--- src/rtl/moore_seq_pkg.sv ---
// Shared encodings and limits for the serial pattern detector.
// Optional match counter is built only when MOORE_SEQ_MATCH_CNT_EN is defined.
package moore_seq_pkg;

  localparam logic [1:0] ST_IDLE  = 2'b00;
  localparam logic [1:0] ST_HUNT  = 2'b01;
  localparam logic [1:0] ST_MATCH = 2'b10;

  localparam int PAT_W_MIN = 2;
  localparam int PAT_W_MAX = 16;
  localparam int CNT_W_MIN = 1;
  localparam int CNT_W_MAX = 32;

  // Width needed to hold a matched-prefix length 0..pat_w.
  function automatic int prog_w(input int pat_w);
    return $clog2(pat_w + 1);
  endfunction

endpackage

--- src/rtl/moore_seq_detector_if.sv ---
// Serial-stream and result bundle of the pattern detector.
// master = stimulus side, slave = detector side.
interface moore_seq_detector_if
  import moore_seq_pkg::*;
#(
  parameter int PAT_W = 4,
  parameter int CNT_W = 8
);
  localparam int PW = prog_w(PAT_W);

  logic             en;
  logic             din;
  logic             load;
  logic [PAT_W-1:0] pattern_in;
  logic             overlap;
  logic             dout;
  logic [PW-1:0]    progress;
  logic [CNT_W-1:0] match_cnt;

  modport master (
    output en, din, load, pattern_in, overlap,
    input  dout, progress, match_cnt
  );

  modport slave (
    input  en, din, load, pattern_in, overlap,
    output dout, progress, match_cnt
  );

endinterface

--- src/rtl/moore_seq_prefix_match.sv ---
// Longest suffix of hist_i that equals a prefix of pattern_i, capped at k_i+1 bits.
module moore_seq_prefix_match
  import moore_seq_pkg::*;
#(
  parameter int PAT_W = 4,
  parameter int PW    = prog_w(PAT_W)
) (
  input  logic [PAT_W-1:0] hist_i,
  input  logic [PAT_W-1:0] pattern_i,
  input  logic [PW-1:0]    k_i,
  output logic [PW-1:0]    j_o
);

  logic [PAT_W:1] hit_s;

  for (genvar gj = 1; gj <= PAT_W; gj++) begin : g_len
    assign hit_s[gj] = (hist_i[gj-1:0] == pattern_i[PAT_W-1 -: gj]) &&
                       (int'(k_i) >= gj - 1);
  end

  // Pick the longest candidate length that still matches.
  always_comb begin
    j_o = '0;
    for (int i = 1; i <= PAT_W; i++) begin
      j_o = hit_s[i] ? PW'(i) : j_o;
    end
  end

endmodule

--- src/rtl/moore_seq_detector.sv ---
// Moore serial pattern detector with programmable pattern and overlap mode.
// Match counter present only when MOORE_SEQ_MATCH_CNT_EN is defined.
module moore_seq_detector
  import moore_seq_pkg::*;
#(
  parameter int               PAT_W   = 4,
  parameter logic [PAT_W-1:0] PAT_RST = PAT_W'(4'b1011),
  parameter int               CNT_W   = 8
) (
  input logic                 clk,
  input logic                 rst,
  moore_seq_detector_if.slave bus
);

  localparam int PW = prog_w(PAT_W);

  if (PAT_W < PAT_W_MIN || PAT_W > PAT_W_MAX ||
      CNT_W < CNT_W_MIN || CNT_W > CNT_W_MAX) begin : g_bad_param
    $error("moore_seq_detector: PAT_W or CNT_W out of range");
  end

  logic [1:0]       state_q,   state_d;
  logic [PW-1:0]    progress_q, progress_d;
  logic [PAT_W-1:0] hist_q,    hist_d;
  logic [PAT_W-1:0] pattern_q, pattern_d;
  logic [PAT_W-1:0] hist_shift_s;
  logic [PW-1:0]    k_s;
  logic [PW-1:0]    j_s;
  logic             restart_s;

  // Non-overlapping restart: forget history, search again from the new bit alone.
  assign restart_s    = (state_q == ST_MATCH) && !bus.overlap;
  assign hist_shift_s = restart_s ? {{(PAT_W-1){1'b0}}, bus.din}
                                  : {hist_q[PAT_W-2:0], bus.din};
  assign k_s          = restart_s ? '0 : progress_q;

  moore_seq_prefix_match #(.PAT_W(PAT_W), .PW(PW)) u_prefix (
    .hist_i    (hist_shift_s),
    .pattern_i (pattern_q),
    .k_i       (k_s),
    .j_o       (j_s)
  );

  // State register.
  always_ff @(posedge clk or negedge rst) begin
    if (!rst) begin
      state_q    <= ST_IDLE;
      progress_q <= '0;
      hist_q     <= '0;
      pattern_q  <= PAT_RST;
    end else begin
      state_q    <= state_d;
      progress_q <= progress_d;
      hist_q     <= hist_d;
      pattern_q  <= pattern_d;
    end
  end

  // Next-state decoder; load overrides everything else.
  always_comb begin
    state_d    = state_q;
    progress_d = progress_q;
    hist_d     = hist_q;
    pattern_d  = pattern_q;
    case (state_q)
      ST_IDLE: begin
        state_d    = ST_HUNT;
        progress_d = '0;
        hist_d     = '0;
      end
      ST_HUNT, ST_MATCH: begin
        if (bus.en) begin
          hist_d     = hist_shift_s;
          progress_d = j_s;
          state_d    = (j_s == PW'(PAT_W)) ? ST_MATCH : ST_HUNT;
        end else begin
          state_d = state_q;
        end
      end
      default: begin
        state_d    = ST_IDLE;
        progress_d = '0;
        hist_d     = '0;
      end
    endcase
    if (bus.load) begin
      pattern_d  = bus.pattern_in;
      hist_d     = '0;
      state_d    = ST_HUNT;
      progress_d = '0;
    end else begin
      pattern_d  = pattern_q;
    end
  end

  // Output decoder: driven from registered state only.
  always_comb begin
    bus.dout     = (state_q == ST_MATCH);
    bus.progress = progress_q;
  end

`ifdef MOORE_SEQ_MATCH_CNT_EN
  logic [CNT_W-1:0] cnt_q, cnt_d;

  // A sampled transition into MATCH is the only way state_d is MATCH while en=1.
  always_comb begin
    if (state_d == ST_MATCH && bus.en && cnt_q != {CNT_W{1'b1}}) begin
      cnt_d = cnt_q + CNT_W'(1);
    end else begin
      cnt_d = cnt_q;
    end
  end

  // Match counter register.
  always_ff @(posedge clk or negedge rst) begin
    if (!rst) begin
      cnt_q <= '0;
    end else begin
      cnt_q <= cnt_d;
    end
  end

  assign bus.match_cnt = cnt_q;
`else
  assign bus.match_cnt = '0;
`endif

endmodule
--- src/flat_wrapper.sv ---
// flat-port wrapper written by rule: the top's interface ports become plain ports
module moore_seq_detector_flat import moore_seq_pkg::*;
#(
  parameter int               PAT_W   = 4,
  parameter logic [PAT_W-1:0] PAT_RST = PAT_W'(4'b1011),
  parameter int               CNT_W   = 8
)
  (clk, rst, bus_en, bus_din, bus_load, bus_pattern_in, bus_overlap, bus_dout, bus_progress, bus_match_cnt);
  moore_seq_detector_if #(.PAT_W(PAT_W), .CNT_W(CNT_W)) bus_i ();
  input logic clk;
  input logic rst;
  input wire logic [$bits(bus_i.en)-1:0] bus_en;
  input wire logic [$bits(bus_i.din)-1:0] bus_din;
  input wire logic [$bits(bus_i.load)-1:0] bus_load;
  input wire logic [$bits(bus_i.pattern_in)-1:0] bus_pattern_in;
  input wire logic [$bits(bus_i.overlap)-1:0] bus_overlap;
  output wire logic [$bits(bus_i.dout)-1:0] bus_dout;
  output wire logic [$bits(bus_i.progress)-1:0] bus_progress;
  output wire logic [$bits(bus_i.match_cnt)-1:0] bus_match_cnt;
  assign bus_i.en = bus_en;
  assign bus_i.din = bus_din;
  assign bus_i.load = bus_load;
  assign bus_i.pattern_in = bus_pattern_in;
  assign bus_i.overlap = bus_overlap;
  assign bus_dout = bus_i.dout;
  assign bus_progress = bus_i.progress;
  assign bus_match_cnt = bus_i.match_cnt;
  moore_seq_detector #(.PAT_W(PAT_W), .PAT_RST(PAT_RST), .CNT_W(CNT_W)) u_core (.clk(clk), .rst(rst), .bus(bus_i));
endmodule
--- config.mk ---
export PLATFORM = sky130hd
export DESIGN_NAME = moore_seq_detector_flat
export DESIGN_NICKNAME = d
export VERILOG_FILES = /design/src/rtl/moore_seq_pkg.sv /design/src/rtl/moore_seq_detector_if.sv /design/src/rtl/moore_seq_prefix_match.sv /design/src/rtl/moore_seq_detector.sv /design/src/flat_wrapper.sv
export SDC_FILE = /design/constraint.sdc
export NUM_CORES = 1
export LEC_CHECK = 0
export CAP_MARGIN = 20
export CORE_ASPECT_RATIO = 1.4
export CORE_MARGIN = 2
export CORE_UTILIZATION = 30
export DETAILED_ROUTE_END_ITERATION = 10
export GPL_TIMING_DRIVEN = 1
export PLACE_DENSITY = 0.66
export RECOVER_POWER = 25
export SYNTH_ARGS = -nofsm -noshare
export SYNTH_HDL_FRONTEND = slang
export SYNTH_SLANG_ARGS = --single-unit
--- constraint.sdc ---
create_clock -name clk -period 2.85 [get_ports clk]
set_input_delay 0.57 -clock clk [delete_from_list [all_inputs] [get_ports clk]]
set_output_delay 0.57 -clock clk [all_outputs]
set_load 0.01 [all_outputs]
# ---- Word level (Yosys, flattened, before mapping)
# Index checks and enable logic that the tools add are counted.
dict set report word_totals {
  regBits 12
  latch_bits 0
  mem_bits_rw 0
  rom_bits 0
  in_bits 10
  output_inout_bits 12
  wordCells 38
  n_memories 0
}
dict set report classes {
  addsub 0
  multipliers 0
  div 0
  n_lt_le_gt_ge 3
  n_eq_ne 8
  n_shift 0
  mux 16
  bitwise 0
  reduce_logical 7
}
# cell count
set ops {}
lappend ops {{2-to-1 mux 3 bit} 8}
lappend ops {{2-to-1 mux 2 bit} 5}
lappend ops {{>= comparator 3 x 2 -> 1 bit, second input constant} 2}
lappend ops {{equality test 4 bit} 1}
lappend ops {{logical AND 1 bit} 4}
lappend ops {{2-to-1 mux 4 bit} 1}
lappend ops {{one-hot mux 2 bit (2 select lines)} 1}
lappend ops {{equality test 3 bit} 1}
lappend ops {{equality test 3 bit, second input constant} 1}
lappend ops {{>= comparator 3 x 1 -> 1 bit, second input constant} 1}
lappend ops {{!= test 3 bit, second input constant} 1}
lappend ops {{equality test 2 x 1 -> 1 bit, second input constant} 1}
lappend ops {{equality test 2 bit} 1}
lappend ops {{equality test 2 bit, second input constant} 1}
lappend ops {{logical NOT 2 bit} 1}
lappend ops {{OR reduction 2 bit} 1}
lappend ops {{equality test 1 bit} 1}
lappend ops {{logical NOT 1 bit} 1}
lappend ops {{2-to-1 mux 1 bit} 1}

# ---- Depth between registers and ports, before layout
# Gate-level depths: netlist (run 1).
dict set report logic_depth {
  depth_word 13
  mapped_depth 7
  ltp_nobuf 7
}

# ---- Hierarchy
# From an unflattened synthesis (run 1), not the netlist that was laid out.
dict set report hier_totals {
  hier_cells 81
  area_unflattened_um2 812.0
}
# module instances cells_each area_per_inst_um2 seq_area_each_um2
set by_module_without_submodules {}
lappend by_module_without_submodules {moore_seq_detector 1 61 650.6 304.0}
lappend by_module_without_submodules {moore_seq_prefix_match 1 20 161.4 0.0}

# ---- Worst setup path before layout (run 1)
# No wires, ideal clock.
dict set report synth_path {
  path_kind {reg-to-reg}
  startpoint {reg u_core.state_q[0]}
  endpoint {reg u_core.progress_q[1], in the netlist u_core.bus.progress[1]}
  setup_ns 0.074
  arrival_ns 1.614
  t_required_ns 2.776
  path_slack_ns 1.162
  stages_incl_launch_ff 8
  n_path_buf 0
  period_less_slack_ns 1.688
  cell_sequence {dfrtp_1 > inv_1 > ha_1 > nor2b_1 > or4_1 > o31ai_1 > o311ai_1 > a21oi_2}
}
dict set report synth_between {
  elab_chain_cells 11
  elab_cells_between_ends 22
  cone_classes {3 x order compare; 6 x eq/ne; 8 x mux; 5 x reduce/logical}
}
# item line
set synth_lines {}
lappend synth_lines {{from (decl)} moore_seq_detector.sv:22} ;# logic [1:0] state_q, state_d;
lappend synth_lines {{from (signal assigned)} moore_seq_detector.sv:52} ;# state_q <= state_d;
lappend synth_lines {{equality test 2 bit *} --}
lappend synth_lines {{net bus_dout} flat_wrapper.sv:17} ;# output wire logic [$bits(bus_i.dout)-1:0] bus_dout;
lappend synth_lines {{logical AND 1 bit} moore_seq_detector.sv:32} ;# assign restart_s = (state_q == ST_MATCH) && !bus.overlap;
lappend synth_lines {{2-to-1 mux 3 bit / 2-to-1 mux 4 bit (equally long branches)} {moore_seq_detector.sv:35, moore_seq_detector.sv:33}}
lappend synth_lines {{>= comparator 3 x 1 -> 1 bit / equality test 2 bit (equally long branches)} {moore_seq_prefix_match.sv:18, moore_seq_prefix_match.sv:17}}
lappend synth_lines {{logical AND 1 bit} moore_seq_prefix_match.sv:17} ;# assign hit_s[gj] = (hist_i[gj-1:0] == pattern_i[PAT_W-1 -: gj]) &&
lappend synth_lines {{2-to-1 mux 2 bit (2 in series)} moore_seq_prefix_match.sv:25} ;# j_o = hit_s[i] ? PW'(i) : j_o;
lappend synth_lines {{2-to-1 mux 3 bit} moore_seq_prefix_match.sv:25}
lappend synth_lines {{2-to-1 mux 3 bit} moore_seq_detector.sv:72} ;# if (bus.en) begin
lappend synth_lines {{2-to-1 mux 3 bit} moore_seq_detector.sv:65} ;# case (state_q)
lappend synth_lines {{2-to-1 mux 3 bit} moore_seq_detector.sv:86} ;# if (bus.load) begin
lappend synth_lines {{to (signal assigned)} moore_seq_detector.sv:53} ;# progress_q <= progress_d;
lappend synth_lines {{to (decl)} moore_seq_detector.sv:23} ;# logic [PW-1:0] progress_q, progress_d;
# The timed path passes the listed nets; every way through them passes the cells marked *. The select of a mux whose other input is x is not followed.
# A chain may end at the register's enable or synchronous reset.

# ---- Worst setup path after layout (run 1)
dict set report layout_path {
  startpoint {reg u_core.state_q[0]}
  endpoint {out bus_dout}
}
dict set report layout_between {
  elab_chain_cells 1
}
# item line
set layout_lines {}
lappend layout_lines {{equality test 2 bit} moore_seq_detector.sv:98} ;# bus.dout = (state_q == ST_MATCH);
lappend layout_lines {{to (decl)} flat_wrapper.sv:17}
# No other way between the ends.

==> results.md, run 1 <==
- Status: finished clean
- Post-synth EDFFs: 0
- Worst slew pin tran: ~0.56 ns
- Ys async rst share: 100%
- Critical path class: flop to primary output
- # DRC: 0
- Synth Cell Area: approximately 820 µm²
- Number of max-cap violations: 0
- Antenna diodes: 0
- Worst Path Required: 2.28 ns
- Max FO, Critical Path: 3
- Clk pin slew, worst setup/hold paths: 0.08 ns
- Average size of a mapped cell: 9.49 µm²
- Critical Path, Cell by Cell: inv_1 -> ha_1 -> clkdlybuf4s50_1
- Routing usage on met3: between 1 and 1.5%
- Synth area leader: dfrtp_1
- Leakage power: ~0.41 nW
- Setup Skew: just under 0.008 ns
- Global-route wire length before repair: 2670 µm
- Worst min-delay path category: flop to flop
- Dpl ws: around 0.55 ns
- Die area: roughly 0.0032 mm²
- Gpl congestion: 0.847
- Post-Syn Instances: between 80 and 90
- WL final: 1590 µm
- First DRT Iteration DRCs: 24
- Vias: 616
- Final Max Slew Viols: 0
- Total CTS buffers: 3
- Area growth, synth to finish: 18.3%
- Top cell type's share of synthesized area: 27.6%
- Period utilization: 73.7%
- Post-CTS setup-driven buffer insertion count: 0
- F_max: 0.476 GHz
- #FFs+latches synth: 12
- Final setup viols: 0
- Clk_lat worst skew: 0.28 ns
- Slowest stage cell on the critical path: clkdlybuf4s50_1
- Startpoint Class: flop
- Initial Util: a little under a third
- Post-synthesis sequential area ratio: 37.3%
- Final std cells w/o fill: 134
- Ys Warns: 0
- Hold Fails Final Rpt: 0
- Slew HR: 62.4%
- Die Ht: 65.7 µm
- Total gr overflow: 0
- GR peak layer: met2
- Vias in the first global route: 598
- Hold_ws: between 0.5 and 0.6 ns
- Port bufs: 13
- Core Footprint: around 0.0026 mm²
- PostCTS Resize Cnt: 0
- Synth area leaders: dfrtp_1 (28%), dfstp_2 (9.7%), buf_4 (8.3%)
- I/O Pins: 22
- CTS Sinks: 12
- Nets: 112
- Setup_tns: 0 ns
- Final Worst Setup Slack: about 0.75 ns
- Commonest cells post-synth: nand2_1 (11), buf_4 (9), dfrtp_1 (9)
- Crit. End Element: primary output
- Power Density: roughly 420 mW/mm²
- Count leader, synth: nand2_1
- First drt pass iteration count: 4
- Cts hold-fix bufs: 0
- Critical Path AT: 1.53 ns
- Maximum VDD drop: 0.192 mV
- Final Critical Period: between 2 and 2.5 ns
- Max stage delay on crit path: roughly 0.56 ns
- Antenna-violating nets left: 0
- Count of cell types in the netlist: 33
- Die width: 48.1 µm
- Num rows: 22
- RSZ-0062 raised after global routing: no
- Initial antenna violation count: 0
- Tot GR Track Use: a little under an eighth
- Routed vias/inst: around 4.6
- Layout cell share with drive strength beyond 1: 13.3%
- Routed len/inst: ~12 µm
- GRT met1 Usage: 14.2%
- Clk root buf: clkbuf_4
- Grt met2 use: 18.8%
- CTS tree: yes
- HPWL Detailed: 1240 µm
- Clock Tree Buf Depth: 2
- Main synth FF type: dfrtp_1
- H-Tree Depth: 1
- Largest net degree at the start of global routing: 13
- DP Cell Count: 130
[report_power, final]
group          leakage [nW]   total, W  internal, W  switching [W]
sequential            0.148   0.000196     0.000182      0.0000135
combinational         0.240  0.0000696    0.0000363      0.0000333
clock                0.0210   0.000141    0.0000777      0.0000630
total                 0.409   0.000406     0.000296       0.000110
[final timing paths]
path	from	endpoint	slack (ns)	cells past startpoint
max	u_core.state_q[0]$_DFFE_PN0P_	bus_dout	0.75	3
min	u_core.hist_q[2]$_DFFE_PN0P_	u_core.hist_q[2]$_DFFE_PN0P_	0.55	2
max reg2reg	u_core.state_q[0]$_DFFE_PN0P_	u_core.bus.progress[1]$_DFFE_PN0P_	1.06	7
min reg2reg	u_core.hist_q[2]$_DFFE_PN0P_	u_core.hist_q[2]$_DFFE_PN0P_	0.55	2
max in group asynchronous	rst	u_core.pattern_q[1]$_DFFE_PN1P_	1.76	1
min in group asynchronous	rst	u_core.hist_q[0]$_DFFE_PN0P_	0.71	1
[critical path: cells and delay by family (launching register included)]
family                   cells  cell delay (ns)
adder cells (fa/ha/maj)      1             0.22
flip-flops                   1             0.38
buffers and inverters        2             0.66
[state kept, by name (all words and copies together) (netlist names)]
| name | flops |
|---|---|
| u_core.bus.progress | 3 |
| u_core.hist_q | 3 |
| u_core.pattern_q | 4 |
| u_core.state_q | 2 |
[layout make-up]
class | instances | area (µm²)
sequential | 12 | 304
tap | 36 | 45.0
multi-input combinational | 66 | 438
inverter | 3 | 11.3
timing repair buffer | 13 | 130
fill | 276 | 1650
clock buffer | 4 | 36.3
[layout by cell type (no fill, tap or decap), types with 3 or more instances in the layout]
cell type	synthesis	routed
inv_1	3	3
clkdlybuf4s50_1	0	12
conb_1	1	8
dfrtp_1	9	9
a21oi_1	6	6
dfstp_2	3	3
nand2_1	11	11
mux2_2	4	4
clkbuf_4	0	3
xnor2_1	6	6
ha_1	3	3
[kinds of logic (layout without fill, tap and decap cells)]
kind of cell | count (synthesis) | after routing | share of synthesized area [%]
AOI/OAI and AO/OA | 15 | 15 | 12.4
xor gates and xnor gates | 8 | 8 | 8.59
adders and majority gates | 3 | 3 | 4.60
buffers and inverters | 15 | 20 | 12.3
DFF | 12 | 12 | 37.3
muxes | 6 | 6 | 7.98
other | 1 | 8 | 0.460
and+or+nand+nor | 26 | 26 | 16.4
[metrics by stage]
stage | utilization [%] | cell area [µm²] | power (W)
floorplan | - | 842 | 0.000252
global placement | 35.5 | 928 | 0.000267
detailed placement | 35.5 | 928 | 0.000269
CTS | 36.9 | 965 | 0.000411
global route | 36.9 | 965 | 0.000427
finish | 36.9 | 965 | 0.000406
[metal layers]
metal	vias to the layer above	wire length [µm]
met3	4	45
met5	-	0
met1	289	639
met4	0	33
met2	20	869
li1	303	-
No activity file was read; power rests on OpenSTA's default activity.
==> run 2, diff against run 1 <==
- clock period: 2.85 -> 2 ns (I/O delays scaled with it)
==> results.md, run 2 (synthesis gave the netlist of run 1 again) <==
- Status: finished clean
- Initial antenna violation count: 0
- Maximum VDD drop: 0.216 mV
- Critical Path, Cell by Cell: inv_1 -> ha_1 -> clkdlybuf4s50_1
- Reg-to-reg endpoint: u_core.bus.progress[1]$_DFFE_PN0P_
- R2R setup slack: 0.17 ns
- Met2 routed WL: 1060 µm
- Final setup viols: 0
- Worst min-delay path category: input pin to async pin
- I/O Pins: 22
- Crit Reg-Reg Startpoint: u_core.state_q[1]$_DFFE_PN0P_
- Post-Route M1 WL: 667 µm
- Number of max-cap violations: 0
- CP Launch Point: u_core.state_q[0]$_DFFE_PN0P_
- Antenna-violating nets left: 0
- Antenna diodes: 0
- Cts hold-fix bufs: 0
- RSZ-0062 raised after global routing: no
- Num rows: 22
- Startpoint Class: flop
- Crit. End Element: primary output
- Commonest cells after routing, fill and taps aside: clkdlybuf4s50_1 (12), nand2_1 (11), dfrtp_1 (9), conb_1 (8)
- Slowest stage cell on the critical path: clkdlybuf4s50_1
- Max stage delay on crit path: roughly 0.55 ns
- Overall Power: 0.000542 W
- Area growth, synth to finish: 19.8%
- Period utilization: between 90% and 100%
- Most common cell after layout, fill and taps aside: clkdlybuf4s50_1
- Clock Tree Buf Depth: 2
- Routed len/inst: 13.1 µm
- Crit path to: bus_dout
- # DRC: 0
- Final std cells w/o fill: 137
- Hold_ws: 0.559 ns
- Die area: 0.00316 mm²
- Worst-case reg-to-reg path depth: 6
- Post-CTS setup-driven buffer insertion count: 0
- Bufs and invs on worst path: 2
- Worst slew pin tran: 0.576 ns
- Layout cell share with drive strength beyond 1: 14.9%
- Vias: 642
- Global-route wire length before repair: 2930 µm
- Critical Path AT: 1.51 ns
- Die Ht: 65.7 µm
- Max reg flops: 4
- Die width: 48.1 µm
- First DRT Iteration DRCs: 38
- Power Density: approximately 550 mW/mm²
- Final Max Slew Viols: 0
- First drt pass iteration count: 4
- Nets: 115
- Routed vias/inst: 4.69
- WL met3: between 40 and 50 µm
- Gpl congestion: between 0.8 and 0.9
- CTS tree: yes
- HPWL Detailed: 1410 µm
- Hold Fails Final Rpt: 0
- Worst Path Required: 1.60 ns
- PostCTS Resize Cnt: 0
- Setup_tns: 0 ns
- Highest routed layer: met4
- Core Footprint: 0.00262 mm²
- Worst path top cell family by delay: buffers and inverters
- Clk_lat worst skew: between 0.2 and 0.3 ns
- Slew HR: 61.5%
- Fillers: ~270
- Total gr overflow: 0
- DP Cell Count: 133
- Leakage power: 0.417 nW
- H-Tree Depth: 1
- F_max: 0.525 GHz
- Setup Skew: 0.00232 ns
- Total CTS buffers: 3
- Vias in the first global route: roughly 670
- Path length in cells of the critical path: 3
- Clk root buf: clkbuf_4
- Initial Util: 31.2%
- WL final: 1800 µm
- Critical path class: flop to primary output
- Final Critical Period: 1.91 ns
- Biggest register: u_core.pattern_q
- Clk pin slew, worst setup/hold paths: roughly 0.080 ns
- CTS Sinks: 12
- Max FO, Critical Path: 3
- Tot GR Track Use: 13.4%
- Largest net degree at the start of global routing: 13
- Port bufs: 13
-- run 2: layer usage --
layer	track usage, %	up-vias
li1	-	307
met1	13.7	317
met2	23.7	16
met3	1.10	2
met4	8.78	0
met5	0	-
-- run 2: worst min path at each step --
stage                                      start                            endpoint  cells after the start
global route        u_core.hist_q[2]$_DFFE_PN0P_        u_core.hist_q[2]$_DFFE_PN0P_                      2
global placement    u_core.hist_q[2]$_DFFE_PN0P_        u_core.hist_q[2]$_DFFE_PN0P_                      2
CTS                                          rst  u_core.bus.progress[2]$_DFFE_PN0P_                      1
finish                                       rst  u_core.bus.progress[1]$_DFFE_PN0P_                      1
detailed placement  u_core.hist_q[2]$_DFFE_PN0P_        u_core.hist_q[2]$_DFFE_PN0P_                      2
floorplan                                    rst  u_core.bus.progress[0]$_DFFE_PN0P_                      0
-- run 2: layout make-up --
type	instances	area, µm²	area share, %
multi-input combinational	66	438	44.8
tap	36	45.0	4.61
clock buffer	4	26.3	2.69
timing repair buffer	16	153	15.6
sequential	12	304	31.1
inverter	3	11.3	1.15
-- run 2: power by group --
| part | switching, W | total, W | internal (W) |
|---|---|---|---|
| Combinational | 0.0000495 | 0.000104 | 0.0000543 |
| Clock | 0.0000811 | 0.000158 | 0.0000772 |
| Sequential | 0.0000195 | 0.000279 | 0.000260 |
-- run 2: per-stage QoR --
stage | instance area [µm²] | worst slack (ns) | utilization, %
5_1_grt | 977 | 0.0145 | 37.4
4_1_cts | 977 | 0.0590 | 37.4
2_1_floorplan | 842 | 0.312 | -
3_5_place_dp | 951 | -0.0873 | 36.4
3_3_place_gp | 951 | -0.0715 | 36.4
6_report | 977 | 0.0950 | 37.4
==> patch, RTL diff (flow settings as in run 1) <==
Build with the macro `MOORE_SEQ_MATCH_CNT_EN` defined.
--- a/src/rtl/moore_seq_detector.sv
+++ b/src/rtl/moore_seq_detector.sv
@@ -1,5 +1,7 @@
 // Moore serial pattern detector with programmable pattern and overlap mode.
 // Match counter present only when MOORE_SEQ_MATCH_CNT_EN is defined.
+`define MOORE_SEQ_MATCH_CNT_EN
+
 module moore_seq_detector
   import moore_seq_pkg::*;
 #(
Check against the original RTL: not equivalent (a bounded check fails within 10 cycles, from zero or initial values and one cycle with rst low).
==> patch against run 1 <==
Critical path type is now in -> reg. Fmax decreased by 12%. Sequential cell count is 8 higher. Cell count is 36% higher. Global-route usage decreased by 0.086 points. Power increased by 47%. Routed wire length rose by 51%. Highest routed layer unchanged. Design area up 50%. Utilization grew 2.6 points. Synthesized area rose by 42%. Non-clock buffer count up 8. Setup slack worse by 290 ps.
==> patch: results (changes against run 1) <==
Critical path
* Worst Setup Start Kind: primary input, was register
* worst flop-to-flop path startpoint: u_core.state_q[0], unchanged
* flop-to-flop setup slack: 780 ps, was 1060 ps
* Reg-to-Reg End: u_core.bus.match_cnt[1], was u_core.bus.progress[1]
* arrival time of data at the critical path endpoint: 2530 ps, was 1530 ps
* Worst Setup SP: bus_load, was u_core.state_q[0]

Timing
* worst rel slew slack: 0.393, was 0.624

Yosys
* Cell variety after synth: 36, was 33
* Post-Synthesis Cells: 121, was 86
* most used standard cells in the synthesized netlist: sky130_fd_sc_hd__dfrtp_1, sky130_fd_sc_hd__nand2_1, sky130_fd_sc_hd__nor2_1, sky130_fd_sc_hd__xnor2_1, sky130_fd_sc_hd__nand3_1, was sky130_fd_sc_hd__nand2_1, sky130_fd_sc_hd__buf_4, sky130_fd_sc_hd__dfrtp_1
* sequential fraction of the synthesis area: 0.434, was 0.373
* dominant cells by area after synthesis: sky130_fd_sc_hd__dfrtp_1, sky130_fd_sc_hd__dfstp_2, sky130_fd_sc_hd__xnor2_1, sky130_fd_sc_hd__ha_1, sky130_fd_sc_hd__nand2_1, was sky130_fd_sc_hd__dfrtp_1, sky130_fd_sc_hd__dfstp_2, sky130_fd_sc_hd__buf_4, sky130_fd_sc_hd__xnor2_1, sky130_fd_sc_hd__mux2_2

Run status
* outcome: finished, final reports clean, unchanged

Power and ir drop
* leak pwr: 0.586 nW, was 0.409 nW
* worst IR drop on VDD: 0.000259 V, was 0.000192 V

Place
* gpl congestion: 0.820, was 0.847
* cell count after placement: 178, was 130
* placed wire-length estimate after detailed placement: 1.89 mm, was 1.24 mm
* PortBufs: 21, was 13
* instance area at placement: 1400 µm², was 928 µm²
* Place WS: 299 ps, was 546 ps

Drt
* per-cell via count in the routed design: 5.14, was 4.60
* total via count in the routed design: 936, was 616
* initial drt markers: 27, was 24
* detail-routed net length per standard cell: 13.2 µm, was 11.9 µm

Global route
* total routing usage reported by global routing: 0.115, was 0.116
* global-route wire length before repair: 4.11 mm, was 2.67 mm
* number of global-route vias before repair: 945, was 598
* GR met1 Demand/Resource: 0.137, was 0.142
* met3 Track Usage GR: 0.0200, was 0.0110
* met2 demand-to-capacity share in global routing: 0.212, was 0.188
* maximum number of pins on one net before global-route repair: 21, was 13

Finish
* fraction of layout cells with a size suffix above 1: 0.114, was 0.133
* Net count, final: 155, was 112
* number of flip-flops in the largest register: 8, was 4

Floorplan
* DIE AREA: 4400 µm², was 3160 µm²

Min path
* WHS Endpoint: u_core.bus.match_cnt[4], was u_core.hist_q[2]
* number of instances on the worst hold path: 1, was 2

Clock network
* clock root cell: sky130_fd_sc_hd__clkbuf_8, was sky130_fd_sc_hd__clkbuf_4
* clock latency reported for the late side of the worst-skew pair: 250 ps, was 280 ps

-- patch: power by group --
group / total (mW) / internal (mW) / switching [mW]
Clock: 0.216 / 0.123 / 0.0936
Sequential: 0.310 / 0.296 / 0.0145
Combinational: 0.0689 / 0.0359 / 0.0330
Total: 0.595 / 0.454 / 0.141
-- patch: how the worst max path moves through the flow --
| stage | end | slack (ps) | cells after the start |
|---|---|---|---|
| floorplan | u_core.state_q[0] | 1010 | 6 |
| global placement | u_core.bus.match_cnt[1] | 410 | 6 |
| detailed placement | u_core.bus.match_cnt[1] | 300 | 6 |
| CTS | u_core.bus.match_cnt[1] | 570 | 6 |
| global route | u_core.bus.match_cnt[1] | 380 | 6 |
| finish | u_core.bus.match_cnt[1] | 460 | 6 |
-- patch: kinds of logic (layout without fill, tap and decap cells) --
kind of cell,count (synthesis),in the layout,synth area share
compound gates,19,19,0.109
xor+xnor,14,14,0.105
fa+ha+maj,4,4,0.0431
buf+inv,10,29,0.0387
flops,20,20,0.434
mux,6,6,0.0570
simple gates,48,48,0.213
-- patch: area by class of cell --
class                      count  area [µm²]
fill                         372        2230
multi-input combinational     91         613
sequential                    20         504
timing repair buffer          21         210
clock buffer                   4        55.1
tap                           42        52.6
inverter                       4        15.0
-- patch: routing by layer --
metal	share of wire	vias up
li1	-	458
met4	0.0033	0
met1	0.42	447
met5	0	-
met3	0.047	2
met2	0.53	29
-- patch: critical path, cell delays in order --
cell and delay [ps]:
sky130_fd_sc_hd__dlygate4sd3_1 630, sky130_fd_sc_hd__nand2b_1 300, sky130_fd_sc_hd__nor3_1 200, sky130_fd_sc_hd__and3_1 390, sky130_fd_sc_hd__nand2_2 110, sky130_fd_sc_hd__mux2_1 320
